$ cat src/rtl/lzss_frame_ctrl.sv
// lzss_frame_ctrl: sequences one LZSS encoder frame by frame and buffers its tokens.
// Optional per-frame token statistics are enabled by defining LZSS_FRAME_CTRL_STATS_EN.
module lzss_frame_ctrl #(
    parameter int WORD_SIZE  = 8,
    parameter int PIPE_LAT   = 3,
    parameter int FIFO_DEPTH = 16,
    parameter int CNT_W      = 16
) (
    input  logic                 clk,
    input  logic                 rst,
    input  logic [WORD_SIZE-1:0] s_data,
    input  logic                 s_valid,
    input  logic                 s_last,
    output logic                 s_ready,
    output logic                 enc_rst_n,
    output logic                 enc_w_en,
    output logic [WORD_SIZE-1:0] enc_data,
    input  logic [WORD_SIZE:0]   enc_tok,
    input  logic                 enc_tok_vld,
    output logic [WORD_SIZE:0]   m_tok,
    output logic                 m_valid,
    input  logic                 m_ready,
    output logic                 frame_done,
    output logic [CNT_W-1:0]     frame_bytes,
    output logic                 busy
`ifdef LZSS_FRAME_CTRL_STATS_EN
    ,
    output logic [CNT_W-1:0]     ref_tokens,
    output logic [CNT_W-1:0]     lit_tokens,
    output logic                 overflow
`endif
);

    localparam int AW  = $clog2(FIFO_DEPTH);
    localparam int CW  = AW + 1;
    localparam int DW  = $clog2(PIPE_LAT + 2);
    localparam int TW  = WORD_SIZE + 1;
    localparam int LIM = FIFO_DEPTH - PIPE_LAT - 1;
    localparam int DE  = PIPE_LAT + 1;

    localparam logic [CW-1:0] LIM_C     = LIM[CW-1:0];
    localparam logic [CW-1:0] DEPTH_C   = FIFO_DEPTH[CW-1:0];
    localparam logic [DW-1:0] DRAIN_END = DE[DW-1:0];

    typedef enum logic [2:0] {
        S_IDLE,
        S_CLEAR,
        S_STREAM,
        S_DRAIN,
        S_DONE
    } state_t;

    state_t               state_q, state_d;
    logic                 enc_rst_n_q, enc_rst_n_d;
    logic                 enc_rst_n_prev_q;
    logic                 enc_w_en_q, enc_w_en_d;
    logic [WORD_SIZE-1:0] enc_data_q, enc_data_d;
    logic [DW-1:0]        drain_q, drain_d;
    logic [CNT_W-1:0]     byte_cnt_q, byte_cnt_d;
    logic [CNT_W-1:0]     frame_bytes_q, frame_bytes_d;
    logic                 frame_done_q, frame_done_d;
    logic                 busy_q, busy_d;

    logic [TW-1:0]        mem_q [FIFO_DEPTH];
    logic [AW-1:0]        wr_ptr_q, wr_ptr_d;
    logic [AW-1:0]        rd_ptr_q, rd_ptr_d;
    logic [CW-1:0]        cnt_q, cnt_d;

    logic                 accept;
    logic                 push_req;
    logic                 push;
    logic                 pop;
    logic                 full;

    // Credit check uses the registered count so s_ready has no path from m_ready.
    assign s_ready = (state_q == S_STREAM) && (cnt_q < LIM_C);
    assign accept  = s_valid && s_ready;

    assign enc_rst_n   = enc_rst_n_q;
    assign enc_w_en    = enc_w_en_q;
    assign enc_data    = enc_data_q;
    assign frame_done  = frame_done_q;
    assign frame_bytes = frame_bytes_q;
    assign busy        = busy_q;
    assign m_valid     = (cnt_q != '0);
    assign m_tok       = mem_q[rd_ptr_q];

    // Frame sequencing: next state plus the registered encoder controls.
    always_comb begin
        state_d       = state_q;
        enc_w_en_d    = 1'b0;
        enc_data_d    = enc_data_q;
        drain_d       = drain_q;
        byte_cnt_d    = byte_cnt_q;
        frame_bytes_d = frame_bytes_q;
        unique case (state_q)
            S_IDLE: begin
                if (s_valid) begin
                    state_d = S_CLEAR;
                end
            end
            S_CLEAR: begin
                state_d = S_STREAM;
            end
            S_STREAM: begin
                if (accept) begin
                    enc_w_en_d = 1'b1;
                    enc_data_d = s_data;
                    if (byte_cnt_q != '1) begin
                        byte_cnt_d = byte_cnt_q + CNT_W'(1);
                    end
                    if (s_last) begin
                        state_d = S_DRAIN;
                        drain_d = '0;
                    end
                end
            end
            S_DRAIN: begin
                if (drain_q == DRAIN_END) begin
                    state_d = S_DONE;
                end else begin
                    drain_d = drain_q + DW'(1);
                end
            end
            S_DONE: begin
                state_d = S_IDLE;
            end
            default: begin
                state_d = S_IDLE;
            end
        endcase
        enc_rst_n_d  = (state_d == S_STREAM) ||
                       (state_d == S_DRAIN)  ||
                       (state_d == S_DONE);
        frame_done_d = (state_d == S_DONE);
        busy_d       = (state_d != S_IDLE);
        if (frame_done_d) begin
            frame_bytes_d = byte_cnt_d;
            byte_cnt_d    = '0;
        end
    end

    // FSM state and its registered outputs.
    always_ff @(posedge clk or posedge rst) begin
        if (rst) begin
            state_q          <= S_IDLE;
            enc_rst_n_q      <= 1'b0;
            enc_rst_n_prev_q <= 1'b0;
            enc_w_en_q       <= 1'b0;
            enc_data_q       <= '0;
            drain_q          <= '0;
            byte_cnt_q       <= '0;
            frame_bytes_q    <= '0;
            frame_done_q     <= 1'b0;
            busy_q           <= 1'b0;
        end else begin
            state_q          <= state_d;
            enc_rst_n_q      <= enc_rst_n_d;
            enc_rst_n_prev_q <= enc_rst_n_q;
            enc_w_en_q       <= enc_w_en_d;
            enc_data_q       <= enc_data_d;
            drain_q          <= drain_d;
            byte_cnt_q       <= byte_cnt_d;
            frame_bytes_q    <= frame_bytes_d;
            frame_done_q     <= frame_done_d;
            busy_q           <= busy_d;
        end
    end

    // Token FIFO control; tokens seen while the encoder was held in clear are ignored.
    always_comb begin
        push_req = enc_tok_vld && enc_rst_n_prev_q;
        pop      = m_valid && m_ready;
        full     = (cnt_q == DEPTH_C);
        push     = push_req && (!full || pop);
        wr_ptr_d = push ? wr_ptr_q + AW'(1) : wr_ptr_q;
        rd_ptr_d = pop ? rd_ptr_q + AW'(1) : rd_ptr_q;
        cnt_d    = cnt_q;
        if (push && !pop) begin
            cnt_d = cnt_q + CW'(1);
        end else if (pop && !push) begin
            cnt_d = cnt_q - CW'(1);
        end
    end

    // FIFO pointers and occupancy.
    always_ff @(posedge clk or posedge rst) begin
        if (rst) begin
            wr_ptr_q <= '0;
            rd_ptr_q <= '0;
            cnt_q    <= '0;
        end else begin
            wr_ptr_q <= wr_ptr_d;
            rd_ptr_q <= rd_ptr_d;
            cnt_q    <= cnt_d;
        end
    end

    // FIFO storage; stale entries are masked by the pointers after reset.
    always_ff @(posedge clk) begin
        if (push) begin
            mem_q[wr_ptr_q] <= enc_tok;
        end
    end

`ifdef LZSS_FRAME_CTRL_STATS_EN
    logic [CNT_W-1:0] ref_cnt_q, ref_cnt_d;
    logic [CNT_W-1:0] lit_cnt_q, lit_cnt_d;
    logic [CNT_W-1:0] ref_tok_q, ref_tok_d;
    logic [CNT_W-1:0] lit_tok_q, lit_tok_d;
    logic             ovf_q, ovf_d;

    assign ref_tokens = ref_tok_q;
    assign lit_tokens = lit_tok_q;
    assign overflow   = ovf_q;

    // Per-frame token classification, latched together with frame_bytes.
    always_comb begin
        ref_cnt_d = ref_cnt_q;
        lit_cnt_d = lit_cnt_q;
        ref_tok_d = ref_tok_q;
        lit_tok_d = lit_tok_q;
        ovf_d     = ovf_q || (push_req && full && !pop);
        if (push) begin
            if (enc_tok[WORD_SIZE]) begin
                if (ref_cnt_q != '1) begin
                    ref_cnt_d = ref_cnt_q + CNT_W'(1);
                end
            end else begin
                if (lit_cnt_q != '1) begin
                    lit_cnt_d = lit_cnt_q + CNT_W'(1);
                end
            end
        end
        if (frame_done_d) begin
            ref_tok_d = ref_cnt_d;
            lit_tok_d = lit_cnt_d;
            ref_cnt_d = '0;
            lit_cnt_d = '0;
        end
    end

    // Statistics registers; overflow stays set until reset.
    always_ff @(posedge clk or posedge rst) begin
        if (rst) begin
            ref_cnt_q <= '0;
            lit_cnt_q <= '0;
            ref_tok_q <= '0;
            lit_tok_q <= '0;
            ovf_q     <= 1'b0;
        end else begin
            ref_cnt_q <= ref_cnt_d;
            lit_cnt_q <= lit_cnt_d;
            ref_tok_q <= ref_tok_d;
            lit_tok_q <= lit_tok_d;
            ovf_q     <= ovf_d;
        end
    end
`endif

endmodule
$ cat config.mk
export PLATFORM = sky130hd
export DESIGN_NAME = lzss_frame_ctrl
export DESIGN_NICKNAME = d
export VERILOG_FILES = /design/src/rtl/lzss_frame_ctrl.sv
export SDC_FILE = /design/constraint.sdc
export NUM_CORES = 1
export LEC_CHECK = 0
export ABC_AREA = 1
export BUFFER_PORTS_ARGS = -buffer_cell sky130_fd_sc_hd__buf_4
export CAP_MARGIN = 40
export CORE_AREA = 2 2 143 145
export DETAILED_ROUTE_END_ITERATION = 6
export DIE_AREA = 0 0 145 147
export GPL_TIMING_DRIVEN = 0
export SLEW_MARGIN = 20
export SYNTH_ARGS = -nofsm -noshare
export SYNTH_HDL_FRONTEND = slang
export SYNTH_SLANG_ARGS = --single-unit
$ cat constraint.sdc
create_clock -name clk -period 2.5 [get_ports clk]
set_input_delay 0 -clock clk [delete_from_list [all_inputs] [get_ports clk]]
set_output_delay 0 -clock clk [all_outputs]
set_load 0.02 [all_outputs]
==> results.toml <==
[status]
run_status = "complete, no violations"

[worst_setup_path]
setup.worst_path.end_class = "primary output"
worst-endpoint-arrival_ns = 2.46
timing.critical_path.fanout_max = 10
crit_path_top_delay_cell = "sky130_fd_sc_hd__dfrtp_1"
cp_num_buf_inv = 3
worst_r2r_endpoint = "cnt_q[3]$_DFFE_PP0P_"
worst-r2r-setup-slack_ns = 0.12
setup.worst_path.class = "flop to primary output"
critPathRequiredTime_ns = 2.50
worst-r2r-cell-count = 14
cp_slowest_stage_delay_ns = 0.40
path_delay_family = "compound AO/OA/AOI/OAI gates"
crit_path_cell_trace = "buf_4, clkbuf_2, o21ai_0, o21ai_0, o211ai_1, nand2_1, buf_4"
worstSetupStartpointType = "flop"
start_of_the_worst_register_to_register_path = "cnt_q[1]$_DFFE_PP0P_"

[sta]
number_of_pins_with_negative_max_slew_slack_in_the_final_report = 0
final.setup.worst_slack_ns = 0.0385
final.period_utilization_pct = 98.5
number_of_hold_violations_in_the_final_report = 0
totalNegativeSetupSlack_ns = 0
fin_crit_ns = 2.46
clock-skew-final_ns = 0.0173
setup-violations-final = 0
achievable-frequency_mhz = 406
worst_pin_slew_ns = 0.769
maxSlewHeadroom_pct = 48.6
grt_setup_unrepaired = "true"

[synth]
netlist_area_mm2 = 0.00897
synthDominantAreaCellType = "sky130_fd_sc_hd__edfxtp_1"
synth_async_sr_flop_share_pct = 30.8
yosysWarningCount = 0
synth_top_cells_by_count = "sky130_fd_sc_hd__nand2_1, sky130_fd_sc_hd__nor2_1, sky130_fd_sc_hd__edfxtp_1"
synth.top_cell.area_share_pct = 48.2
synthTopCellsByArea = "sky130_fd_sc_hd__edfxtp_1, sky130_fd_sc_hd__dfrtp_1, sky130_fd_sc_hd__nand2_1, sky130_fd_sc_hd__nor2_1, sky130_fd_sc_hd__o21ai_0"
synthesis.nets = 881
synth_enable_flop_cells = 144
synth.ff_latch_count = 208
synth.yosys.seq_area_share_pct = 66.0
synth_top_flop_cell = "sky130_fd_sc_hd__edfxtp_1"
postSynthCellCount = 845
most_repeated_cell_in_the_gate_level_netlist_after_synthesis = "sky130_fd_sc_hd__nand2_1"
synth_cell_types = 33
syn-mean-instance-area_um2 = 10.6

[layout]
nNetsFinal = 1005
number_of_fill_cells_in_the_layout = 1747
finalNonFillerCells = 1256
ratio_of_cells_with_drive_above_1_in_the_final_layout_pct = 15.6
diodes = 0
area.growth.synth_to_final_pct = 21.0

[route]
post-route-drc-count = 0
initialDrtViolationCount = 547
wire_per_inst_um = 17.4
avgViaCountPerCell = 5.06
postRouteAntennaNets = 0
total_routed_length_mm = 21.9
drtPass1Iterations = 5
vias = 6358

[worst_hold_path]
timing.hold.worst.class = "input pin to flop"
hold_crit_start = "s_data[7]"
worstHoldEndpoint = "enc_data[7]$_DFFE_PP0P_"
hold_path_depth = 4

[clocking]
clock_tree_from_tritoncts = "yes"
clockBufferDepth = 3
cts.htree.levels = 1
clk_pin_slew_worst_paths_ns = 0.06
numCtsBuffers = 23
cts_num_sinks = 208
cts_root_buf = "sky130_fd_sc_hd__clkbuf_16"
cts_post_setup_buffers_inserted = 0
clk-insertion-delay-late_ns = 0.51

[power]
power_density_over_the_cells_mw_per_mm2 = 1170
total_leakage_power_nw = 4.31
sum_of_internal_switching_and_leakage_power_w = 0.0127
power.ir.vdd_worst_mv = 0.673

[floorplanning]
die_area_mm2 = 0.0213
floorplan.initialDensity_pct = 45.2
rows = 52
die_height_um = 147
core_mm2 = 0.0198
chipWidth_um = 145
io-pin-count = 62

[global_route]
via_count_of_the_first_global_routing_pass = 6156
track_usage_pct = 20.8
first_pass_grt_wire_length_mm = 34.2
grt_antenna_before_repair = 0
grt_remaining_overflow = 0
grt_max_degree = 54

[placed_design]
io_buffer_count = 61
place_hpwl_mm = 14.9
numPlacedInstances = 1187
place.gp.congestion = 0.863
pre_cts_slack_ns = -0.0769

[job]
timing.max_cap.violations = 0
worst register-to-register path, cell delays in order (launching register included):
cell and delay (ns):
sky130_fd_sc_hd__dfrtp_1 0.41, sky130_fd_sc_hd__inv_2 0.08, sky130_fd_sc_hd__nand4_1 0.14, sky130_fd_sc_hd__nor3_2 0.27, sky130_fd_sc_hd__nor2_4 0.11, sky130_fd_sc_hd__ha_4 0.19
sky130_fd_sc_hd__inv_2 0.08, sky130_fd_sc_hd__ha_1 0.22, sky130_fd_sc_hd__nand2_1 0.07, sky130_fd_sc_hd__inv_1 0.04, sky130_fd_sc_hd__o21ai_0 0.15, sky130_fd_sc_hd__nand2_1 0.08
sky130_fd_sc_hd__or2_2 0.27, sky130_fd_sc_hd__nand3_1 0.06, sky130_fd_sc_hd__o21ai_0 0.08
how the worst max path moves through the flow:
stage,to,from,slack (ns),cells after the start
after detailed placement,cnt_q[3]$_DFFE_PP0P_,cnt_q[1]$_DFFE_PP0P_,-0.08,14
final,m_tok[3],rd_ptr_q[0]$_DFFE_PP0P_,0.04,7
after global placement,cnt_q[3]$_DFFE_PP0P_,cnt_q[1]$_DFFE_PP0P_,-0.03,14
after CTS,m_tok[2],rd_ptr_q[0]$_DFFE_PP0P_,0.01,10
after floorplan,cnt_q[3]$_DFFE_PP0P_,cnt_q[1]$_DFFE_PP0P_,0.14,14
after global routing,cnt_q[3]$_DFFE_PP0P_,cnt_q[1]$_DFFE_PP0P_,-0.06,14
flip-flops by register name, summed over array words and instances (netlist names):
name / flops
busy: 1
wr_ptr_q: 4
enc_data: 8
enc_rst_n_prev_q: 1
byte_cnt_q: 16
drain_q: 3
rd_ptr_q: 4
cnt_q: 5
state_q: 3
enc_rst_n: 1
enc_w_en: 1
mem_q: 144
frame_bytes: 16
frame_done: 1
power breakdown:
part / internal, W / total [W] / switching, W
logic: 0.00168 / 0.00496 / 0.00328
registers: 0.00431 / 0.00465 / 0.000336
clock network: 0.00176 / 0.00306 / 0.00130
total: 0.00775 / 0.0127 / 0.00492
what timing repair did:
action	4_1_cts	5_1_grt
hold endpoints to repair	231	0
gates resized for setup	5	21
pin swaps	0	2
endpoints found under the setup margin	3	20
hold buffers	23	0
cell families after synthesis:
kind of cell	Yosys count	synth area share, %
DFF	208	66.0
AOI/OAI and AO/OA	153	9.66
buffers and inverters	85	3.88
adders and majority gates	13	1.90
and+or+nand+nor	373	17.3
xor gates and xnor gates	13	1.27
cell type report:
cell class | instances | area [µm²] | share of cell area (%)
Inverter | 49 | 189 | 1.74
Timing Repair Buffer | 99 | 821 | 7.56
Clock inverter | 8 | 42.5 | 0.392
Clock buffer | 34 | 637 | 5.86
Buffer | 36 | 179 | 1.65
Multi-Input combinational cell | 552 | 2730 | 25.1
Tap cell | 270 | 338 | 3.11
Sequential cell | 208 | 5930 | 54.5
layout by cell type (no fill, tap or decap), types with 14 or more instances in the layout:
cell / Yosys / layout
sky130_fd_sc_hd__o21ai_1: 12 / 14
sky130_fd_sc_hd__nand3_1: 35 / 35
sky130_fd_sc_hd__clkbuf_1: 19 / 23
sky130_fd_sc_hd__o211ai_1: 37 / 37
sky130_fd_sc_hd__nor2_1: 152 / 152
sky130_fd_sc_hd__dlygate4sd3_1: 0 / 23
sky130_fd_sc_hd__o21ai_0: 89 / 87
sky130_fd_sc_hd__clkbuf_16: 0 / 23
sky130_fd_sc_hd__inv_1: 45 / 42
sky130_fd_sc_hd__buf_4: 2 / 79
sky130_fd_sc_hd__nand2_1: 155 / 155
sky130_fd_sc_hd__dfrtp_1: 64 / 64
sky130_fd_sc_hd__edfxtp_1: 144 / 144
stage by stage:
stage	hold slack, ns	instance area, µm²	utilization, %
after global placement	0.197	9770	49.2
after floorplan	0.0989	8970	-
after global routing	0.233	10900	54.7
after detailed placement	-0.0707	9880	49.8
final	0.225	10900	54.7
after CTS	0.210	10800	54.5
per-layer routing:
layer / share of wire (%) / GRT usage [%] / vias up / wire [µm]
li1: - / - / 3142 / -
met1: 45 / 29.6 / 2978 / 9790
met2: 46 / 33.1 / 196 / 10100
met3: 5.4 / 2.52 / 42 / 1170
met4: 3.5 / 8.17 / 0 / 756
met5: 0 / 0 / - / 0
Power figures use the tool's default switching activity.
